[src/rtl/lsu_sram_if_if.sv]
// lsu_sram_if_if: request/response and SRAM-side signal bundle for the LSU.
// slave = LSU front end, master = execute stage plus SRAM model.
interface lsu_sram_if_if #(
  parameter int ADDR_WIDTH = 32,
  parameter int DATA_WIDTH = 32
);
  logic                  req_valid;
  logic                  req_ready;
  logic                  req_wen;
  logic [2:0]            req_funct3;
  logic [ADDR_WIDTH-1:0] req_addr;
  logic [DATA_WIDTH-1:0] req_wdata;
  logic                  resp_valid;
  logic                  resp_ready;
  logic [DATA_WIDTH-1:0] resp_rdata;
  logic                  resp_err;
  logic                  mem_en;
  logic                  mem_wen;
  logic [7:0]            mem_wmask;
  logic [ADDR_WIDTH-1:0] mem_addr;
  logic [DATA_WIDTH-1:0] mem_wdata;
  logic [DATA_WIDTH-1:0] mem_rdata;

  modport slave (
    input  req_valid, req_wen, req_funct3, req_addr, req_wdata,
    input  resp_ready, mem_rdata,
    output req_ready, resp_valid, resp_rdata, resp_err,
    output mem_en, mem_wen, mem_wmask, mem_addr, mem_wdata
  );

  modport master (
    output req_valid, req_wen, req_funct3, req_addr, req_wdata,
    output resp_ready, mem_rdata,
    input  req_ready, resp_valid, resp_rdata, resp_err,
    input  mem_en, mem_wen, mem_wmask, mem_addr, mem_wdata
  );
endinterface

[src/rtl/lsu_sram_if.sv]
// lsu_sram_if: single-outstanding LSU front end for a 1-cycle sync SRAM.
// Define LSU_MISALIGN_CHECK_EN to trap misaligned H/HU/W accesses.
module lsu_sram_if #(
  parameter int ADDR_WIDTH = 32,
  parameter int DATA_WIDTH = 32
) (
  input  logic         clk,
  input  logic         rst,
  lsu_sram_if_if.slave bus
);

  typedef enum logic [1:0] {
    IDLE,
    ISSUE,
    LOAD_WAIT,
    RESP
  } state_t;

  state_t r_state;
  state_t w_next;

  logic                  r_wen;
  logic [2:0]            r_funct3;
  logic [ADDR_WIDTH-1:0] r_addr;
  logic [DATA_WIDTH-1:0] r_wdata;
  logic [DATA_WIDTH-1:0] r_rdata;
  logic                  r_err;

  logic                  w_req_ready;
  logic                  w_resp_valid;
  logic                  w_mem_en;
  logic                  w_accept;
  logic                  w_illegal;
  logic                  w_misalign;
  logic                  w_bad;
  logic [1:0]            w_off;
  logic [3:0]            w_mask;
  logic [DATA_WIDTH-1:0] w_shift;
  logic [DATA_WIDTH-1:0] w_ext;

  // 011 and 11x are undefined; stores have no unsigned forms
  assign w_illegal = (bus.req_funct3 == 3'b011)
                   || (bus.req_funct3[2:1] == 2'b11)
                   || (bus.req_wen && bus.req_funct3[2]);

`ifdef LSU_MISALIGN_CHECK_EN
  assign w_misalign =
    ((bus.req_funct3[1:0] == 2'b01) && bus.req_addr[0])
    || ((bus.req_funct3 == 3'b010) && (bus.req_addr[1:0] != 2'b00));
`else
  assign w_misalign = 1'b0;
`endif

  assign w_bad    = w_illegal || w_misalign;
  assign w_accept = bus.req_valid && w_req_ready;
  assign w_off    = r_addr[1:0];

  always_ff @(posedge clk or posedge rst) begin
    if (rst) r_state <= IDLE;
    else     r_state <= w_next;
  end

  always_comb begin
    w_next       = r_state;
    w_req_ready  = 1'b0;
    w_resp_valid = 1'b0;
    w_mem_en     = 1'b0;
    unique case (r_state)
      IDLE: begin
        w_req_ready = ~rst;
        if (bus.req_valid) w_next = w_bad ? RESP : ISSUE;
      end
      ISSUE: begin
        w_mem_en = 1'b1;
        w_next   = r_wen ? RESP : LOAD_WAIT;
      end
      LOAD_WAIT: w_next = RESP;
      RESP: begin
        w_resp_valid = 1'b1;
        if (bus.resp_ready) w_next = IDLE;
      end
      default: w_next = IDLE;
    endcase
  end

  always_comb begin
    w_mask = 4'b0000;
    if (r_wen) begin
      unique case (r_funct3[1:0])
        2'b00:   w_mask = 4'b0001 << w_off;
        2'b01:   w_mask = 4'b0011 << w_off;
        default: w_mask = 4'b1111;
      endcase
    end
  end

  // lanes above bit 31 shift out as zero, giving the truncated half
  assign w_shift = bus.mem_rdata >> {w_off, 3'b000};

  always_comb begin
    w_ext = bus.mem_rdata;
    unique case (r_funct3)
      3'b000:  w_ext = {{24{w_shift[7]}}, w_shift[7:0]};
      3'b100:  w_ext = {24'h0, w_shift[7:0]};
      3'b001:  w_ext = {{16{w_shift[15]}}, w_shift[15:0]};
      3'b101:  w_ext = {16'h0, w_shift[15:0]};
      default: w_ext = bus.mem_rdata;
    endcase
  end

  always_ff @(posedge clk or posedge rst) begin
    if (rst) begin
      r_wen    <= 1'b0;
      r_funct3 <= 3'b000;
      r_addr   <= '0;
      r_wdata  <= '0;
      r_rdata  <= '0;
      r_err    <= 1'b0;
    end else begin
      if (w_accept) begin
        r_wen    <= bus.req_wen;
        r_funct3 <= bus.req_funct3;
        r_addr   <= bus.req_addr;
        r_wdata  <= bus.req_wdata;
        r_rdata  <= '0;
        r_err    <= w_bad;
      end
      if (r_state == LOAD_WAIT) r_rdata <= w_ext;
    end
  end

  assign bus.req_ready  = w_req_ready;
  assign bus.resp_valid = w_resp_valid;
  assign bus.resp_rdata = r_rdata;
  assign bus.resp_err   = r_err;

  // SRAM bus is quiet outside ISSUE so reset and idle both read as zero
  assign bus.mem_en    = w_mem_en;
  assign bus.mem_wen   = w_mem_en && r_wen;
  assign bus.mem_wmask = w_mem_en ? {4'h0, w_mask} : 8'h00;
  assign bus.mem_addr  = w_mem_en ? {r_addr[ADDR_WIDTH-1:2], 2'b00} : '0;
  assign bus.mem_wdata = w_mem_en ? (r_wdata << {w_off, 3'b000}) : '0;

endmodule

[src/flat_wrapper.sv]
// flat-port wrapper written by rule: the top's interface ports become plain ports
module lsu_sram_if_flat 
#(
  parameter int ADDR_WIDTH = 32,
  parameter int DATA_WIDTH = 32
)
  (clk, rst, bus_req_valid, bus_req_wen, bus_req_funct3, bus_req_addr, bus_req_wdata, bus_resp_ready, bus_mem_rdata, bus_req_ready, bus_resp_valid, bus_resp_rdata, bus_resp_err, bus_mem_en, bus_mem_wen, bus_mem_wmask, bus_mem_addr, bus_mem_wdata);
  lsu_sram_if_if #(.ADDR_WIDTH(ADDR_WIDTH), .DATA_WIDTH(DATA_WIDTH)) bus_i ();
  input  logic clk;
  input  logic rst;
  input wire logic [$bits(bus_i.req_valid)-1:0] bus_req_valid;
  input wire logic [$bits(bus_i.req_wen)-1:0] bus_req_wen;
  input wire logic [$bits(bus_i.req_funct3)-1:0] bus_req_funct3;
  input wire logic [$bits(bus_i.req_addr)-1:0] bus_req_addr;
  input wire logic [$bits(bus_i.req_wdata)-1:0] bus_req_wdata;
  input wire logic [$bits(bus_i.resp_ready)-1:0] bus_resp_ready;
  input wire logic [$bits(bus_i.mem_rdata)-1:0] bus_mem_rdata;
  output wire logic [$bits(bus_i.req_ready)-1:0] bus_req_ready;
  output wire logic [$bits(bus_i.resp_valid)-1:0] bus_resp_valid;
  output wire logic [$bits(bus_i.resp_rdata)-1:0] bus_resp_rdata;
  output wire logic [$bits(bus_i.resp_err)-1:0] bus_resp_err;
  output wire logic [$bits(bus_i.mem_en)-1:0] bus_mem_en;
  output wire logic [$bits(bus_i.mem_wen)-1:0] bus_mem_wen;
  output wire logic [$bits(bus_i.mem_wmask)-1:0] bus_mem_wmask;
  output wire logic [$bits(bus_i.mem_addr)-1:0] bus_mem_addr;
  output wire logic [$bits(bus_i.mem_wdata)-1:0] bus_mem_wdata;
  assign bus_i.req_valid = bus_req_valid;
  assign bus_i.req_wen = bus_req_wen;
  assign bus_i.req_funct3 = bus_req_funct3;
  assign bus_i.req_addr = bus_req_addr;
  assign bus_i.req_wdata = bus_req_wdata;
  assign bus_i.resp_ready = bus_resp_ready;
  assign bus_i.mem_rdata = bus_mem_rdata;
  assign bus_req_ready = bus_i.req_ready;
  assign bus_resp_valid = bus_i.resp_valid;
  assign bus_resp_rdata = bus_i.resp_rdata;
  assign bus_resp_err = bus_i.resp_err;
  assign bus_mem_en = bus_i.mem_en;
  assign bus_mem_wen = bus_i.mem_wen;
  assign bus_mem_wmask = bus_i.mem_wmask;
  assign bus_mem_addr = bus_i.mem_addr;
  assign bus_mem_wdata = bus_i.mem_wdata;
  lsu_sram_if #(.ADDR_WIDTH(ADDR_WIDTH), .DATA_WIDTH(DATA_WIDTH)) u_core (.clk(clk), .rst(rst), .bus(bus_i));
endmodule
[config.mk]
export PLATFORM = sky130hd
export DESIGN_NAME = lsu_sram_if_flat
export DESIGN_NICKNAME = d
export VERILOG_FILES = /design/src/rtl/lsu_sram_if_if.sv /design/src/rtl/lsu_sram_if.sv /design/src/flat_wrapper.sv
export SDC_FILE = /design/constraint.sdc
export NUM_CORES = 1
export LEC_CHECK = 0
export CAP_MARGIN = 20
export CORE_UTILIZATION = 48
export DETAILED_ROUTE_END_ITERATION = 10
export PLACE_DENSITY = 0.92
export SLEW_MARGIN = 25
export SYNTH_ARGS = -nofsm -noshare
export SYNTH_HDL_FRONTEND = slang
export SYNTH_SLANG_ARGS = --single-unit
[constraint.sdc]
create_clock -name clk -period 7.5 [get_ports clk]
set_clock_uncertainty 0.05 [all_clocks]
set_input_delay 1.125 -clock clk [delete_from_list [all_inputs] [get_ports clk]]
set_output_delay 1.125 -clock clk [all_outputs]
set_load 0.01 [all_outputs]
Word level (Yosys, flattened, before mapping)
Index checks and enable logic that the tools add are counted.
- register bits after elaboration: 103
- latch bits: 0
- bits in writable memories: 0
- bits in read-only memories: 0
- logic and storage cells: 49
- memories: 0
- $add $sub $neg: 0
- multipliers: 0
- divide/modulo/power cells: 0
- magnitude comparators: 0
- equal/unequal tests: 11
- shift-type cells: 4
- muxes and demuxes: 16
- bitwise gates (word level): 1
- reductions and logical operators: 10
- operator list (kind ; count):
    2-to-1 mux 32 bit ; 4
    one-hot mux 32 bit (4 select lines) ; 1
    << shifter 32 x 5 -> 32 bit ; 1
    >> shifter 32 x 5 -> 16 bit ; 1
    2-to-1 mux 4 bit ; 2
    one-hot mux 2 bit (4 select lines) ; 1
    one-hot mux 4 bit (2 select lines) ; 1
    equality test 2 bit, second input constant ; 3
    equality test 3 bit, second input constant ; 2
    2-to-1 mux 2 bit ; 3
    equality test 2 x 1 -> 1 bit, second input constant ; 2
    zero test 2 bit ; 2
    2-to-1 mux 1 bit ; 4
    inequality test 2 bit, second input constant ; 2
    << shifter 1 x 2 -> 4 bit, first input constant ; 1
    << shifter 2 x 2 -> 4 bit, first input constant ; 1
    equality test 3 x 1 -> 1 bit, second input constant ; 1
    equality test 3 x 2 -> 1 bit, second input constant ; 1
    logical AND 1 bit ; 3
    zero test 3 bit ; 1
    logical OR 1 bit ; 2
    AND reduction 2 bit ; 1
    nonzero test 2 bit ; 1
    inverter 1 bit ; 1

Depth between registers and ports, before layout
- depth in word-level cells: 6
- gate-level depth with buffers: 7
- depth with buffers taken out: 6

Worst setup path after synthesis
Ideal clock, no wire load.
- kind: register to output
- start: register u_core.r_addr[0]
- end: output port bus_mem_wmask[3]
- data arrival time: 1465 ps
- data required time: 6325 ps
- path slack: 4860 ps
- stages on the path, launching flop included: 6
- path buffers: 3
- cell sequence: dfrtp_1 > clkbuf_1 > buf_2 > buf_2 > o21ai_0 > a21oi_1
- longest elaborated chain between the ends: 4
- elaborated cells between the ends (all ways): 5
- those cells by class: 2 x shift; 3 x mux
- ends and longest elaborated chain (item ; line ; source):
    start: declaration ; lsu_sram_if.sv:24 ; logic [ADDR_WIDTH-1:0] r_addr;
    start signal: assignment ; lsu_sram_if.sv:123 ; r_addr <= bus.req_addr;
    << shifter 2 x 2 -> 4 bit or << shifter 1 x 2 -> 4 bit (tied branches) ; lsu_sram_if.sv:91, lsu_sram_if.sv:90 ;
    one-hot mux 4 bit (2 select lines) (*) ; lsu_sram_if.sv:89 ; unique case (r_funct3[1:0])
    2-to-1 mux 4 bit (*) ; lsu_sram_if.sv:88 ; if (r_wen) begin
    2-to-1 mux 4 bit (*) ; lsu_sram_if.sv:140 ; assign bus.mem_wmask = w_mem_en ? {4'h0, w_mask} : 8'h00;
    end: declaration ; flat_wrapper.sv:24 ; output wire logic [$bits(bus_i.mem_wmask)-1:0] bus_mem_wmask;
Every way passes the cells marked *; elsewhere a longest branch is shown, timed or not.

Final worst setup path
- start: register u_core.r_state[1]
- end: output port bus_mem_wdata[6]
- longest elaborated chain between the ends: 3
- ends and longest elaborated chain (item ; line ; source):
    start: declaration ; lsu_sram_if.sv:19 ; state_t r_state;
    start signal: assignment ; lsu_sram_if.sv:60 ; else r_state <= w_next;
    equality test 2 x 1 -> 1 bit ; lsu_sram_if.sv:68 ; unique case (r_state)
    2-to-1 mux 1 bit ; lsu_sram_if.sv:68 ;
    2-to-1 mux 32 bit ; lsu_sram_if.sv:142 ; assign bus.mem_wdata = w_mem_en ? (r_wdata << {w_off, 3'b000}) : '0;
    end: declaration ; flat_wrapper.sv:26 ; output wire logic [$bits(bus_i.mem_wdata)-1:0] bus_mem_wdata;
No other way between the ends.

==> metrics.cfg <==
[clock_tree]
clk_latency_ps=370
htreeDepth=3
cts_buffers=9
cts_setup_buffers=0
clock_sinks=103
clkTransAtPathRegs_ps=100
ctsResizeCount=0
clockRootBuffer=clkbuf_8
ctsHoldBuffers=0
cts_buffer_depth=2
tritoncts=built

[cells_and_area]
drive_gt1_frac=0.1567
n_antenna_cell=0
layout_common_cells=clkdlybuf4s50_1, dfrtp_1, mux2_2, and2_1, nand2_1
final_core_util=0.7057
fin_nets=788
layout_commonest_cell=clkdlybuf4s50_1
synthToLayoutAreaGrowth_pct=42.68

[logic_synthesis]
yosysUniqueCellTypes=39
synth_area_um2=5385
ys.flop_type=dfrtp_1
synth_seq_cells=103
syn_area_per_cell_um2=10.88
yosysSeqAreaShare=0.4786
synth_enable_flop_cells=0
ys_warn_count=0
syn_inst=495
async_flop_share=1.000

[global_route]
grt_first_pass_wirelength_um=24920
antenna_found_initial=0
grt_pass1_vias=4857
globalRoute.totalOverflow=0
grt_use_total=0.2839
grt_max_degree=81

[routing]
dr.pass1.iters=4
drc=0
route.vias.total=4688
detail-route-antenna-nets=0
viasPerCell=5.696
totalWireLength_um=15900
post_drt_wl_per_cell_um=19.32
drt-initial-drc-count=191

[setup_path]
critical_path_class=register to output port
crit_buf_inv=3
critPathSlowestCell=nor2_1
crit_chain=inv_1 > ha_1 > buf_4 > nand2b_1 > nor2_1 > and2_1 > clkdlybuf4s50_1
worstPathRequired_ps=6320
slowest_delay_ps=570
critPathArrivalTime_ps=3190
start_kind=register
end_kind=output port
critical_path.max_fanout=49
critPathTopFamily=simple AND/OR/NAND/NOR gates

[sta]
setup_violations=0
fmax_mhz=229.0
layout_setup_ws_ps=3133
period_share=0.5822
worst_pin_slew_ps=962.6
hold_slack_ps=450.9
period_needed_ps=4367
final.setup.tns_ps=0
relSlewSlack=0.3583
rsz0062_at_grt=false
hold_viol=0
slew_viol_final=0

[die]
rows=38
core_um2=10890
die_w_um=107.9
dieArea_um2=11650
fp.dieH_um=107.9
io_pins=213
initial_core_util=0.4946

[run_status]
outcome=finished clean

[hold_path]
hold_class=register to register

[power]
p_leak_nw=3.253
powerDensity_nw_per_um2=397.2
ir_worst_vdd_mv=0.2171
power_mw=3.052

[placed_design]
io_buffers=206
pre_cts_ws_ps=3594
gp_congestion=0.8970
hpwl_um=11440

[flow_run]
cap_violations=0

[routing by layer]
| metal | global-route usage | wire [um] | vias to the layer above |
|---|---|---|---|
| li1 | - | - | 2096 |
| met3 | 0.09383 | 1438 | 37 |
| met4 | 0.1145 | 454 | 0 |
| met5 | 0 | 0 | - |
| met1 | 0.3294 | 6159 | 2309 |
| met2 | 0.4831 | 7847 | 246 |
[path summary, 6_finish.rpt]
path	cells after the start	startpoint	slack (ps)	to
min	2	u_core.bus.resp_rdata[9]	450	u_core.bus.resp_rdata[9]
max in group asynchronous	3	rst	5120	u_core.r_addr[5]
max	7	u_core.r_state[1]	3130	bus_mem_wdata[6]
max reg2reg	4	u_core.r_addr[0]	4740	u_core.bus.resp_rdata[18]
min in group asynchronous	2	rst	1190	u_core.r_state[0]
min reg2reg	2	u_core.bus.resp_rdata[9]	450	u_core.bus.resp_rdata[9]
[cells in the mapped netlist (2+ instances only)]
| cell type | n | area (um2) |
|---|---|---|
| nor2_1 | 25 | 93.84 |
| o21ai_0 | 29 | 145.1 |
| buf_4 | 7 | 52.55 |
| mux2_2 | 70 | 788.3 |
| o221ai_1 | 2 | 17.52 |
| and3_1 | 8 | 50.05 |
| clkbuf_1 | 20 | 75.07 |
| nand2_1 | 45 | 168.9 |
| and2_1 | 46 | 287.8 |
| clkinv_1 | 2 | 7.510 |
| o2bb2ai_1 | 5 | 43.79 |
| a221o_2 | 10 | 112.6 |
| mux2i_1 | 32 | 320.3 |
| buf_1 | 6 | 22.52 |
| dfrtp_1 | 103 | 2577 |
| nand2b_1 | 7 | 43.79 |
| a21oi_1 | 19 | 95.09 |
| nor2b_1 | 4 | 25.02 |
| ha_1 | 5 | 62.56 |
| buf_2 | 6 | 30.03 |
| buf_6 | 2 | 22.52 |
| a221oi_1 | 3 | 26.28 |
| o22ai_1 | 6 | 37.54 |
| inv_1 | 9 | 33.78 |
| o31ai_1 | 2 | 15.01 |
| a221o_1 | 7 | 70.07 |
| a22o_1 | 2 | 17.52 |
| a2bb2oi_1 | 2 | 17.52 |
[per-stage QoR]
step / instances / area (um2)
after global placement: 808 / 7473
after detailed placement: 808 / 7478
final: 823 / 7684
after floorplan: 500 / 5404
after global routing: 823 / 7684
after CTS: 823 / 7675
[final cells by class]
class | count | area, um2
fillers | 759 | 3204
multi-input cells | 345 | 2604
flip-flops and latches | 103 | 2580
repair buffers | 209 | 2085
well taps | 140 | 175.2
clock buffers | 11 | 141.4
clock inverters | 4 | 55.05
inverters | 11 | 43.79
[cell families (layout without fill, tap and decap cells)]
logic type,after synthesis,count (layout),share of synthesized area
compound gates,92,92,0.1255
fa+ha+maj,5,5,0.01162
buf+inv,52,235,0.04531
flops,103,103,0.4786
mux,103,103,0.2086
other cells,1,6,0.0006964
simple gates,139,139,0.1296
[power breakdown]
group	switching [mW]	internal, mW
registers	0.292	0.826
clock network	0.192	0.164
logic	0.702	0.877
total	1.19	1.87
[worst min-delay path, delay by kind of cell, from the launching register on]
family / cells / cell delay [ps]
AOI/OAI and AO/OA: 1 / 60
DFF: 1 / 360
and+or+nand+nor: 1 / 50
[flip-flops by register name, summed over array words and instances (netlist names)]
register,cells
u_core.bus.resp_err,1
u_core.bus.resp_rdata,32
u_core.r_addr,32
u_core.r_funct3,3
u_core.r_state,2
u_core.r_wdata,32
u_core.r_wen,1
Power figures use the tool's default switching activity.
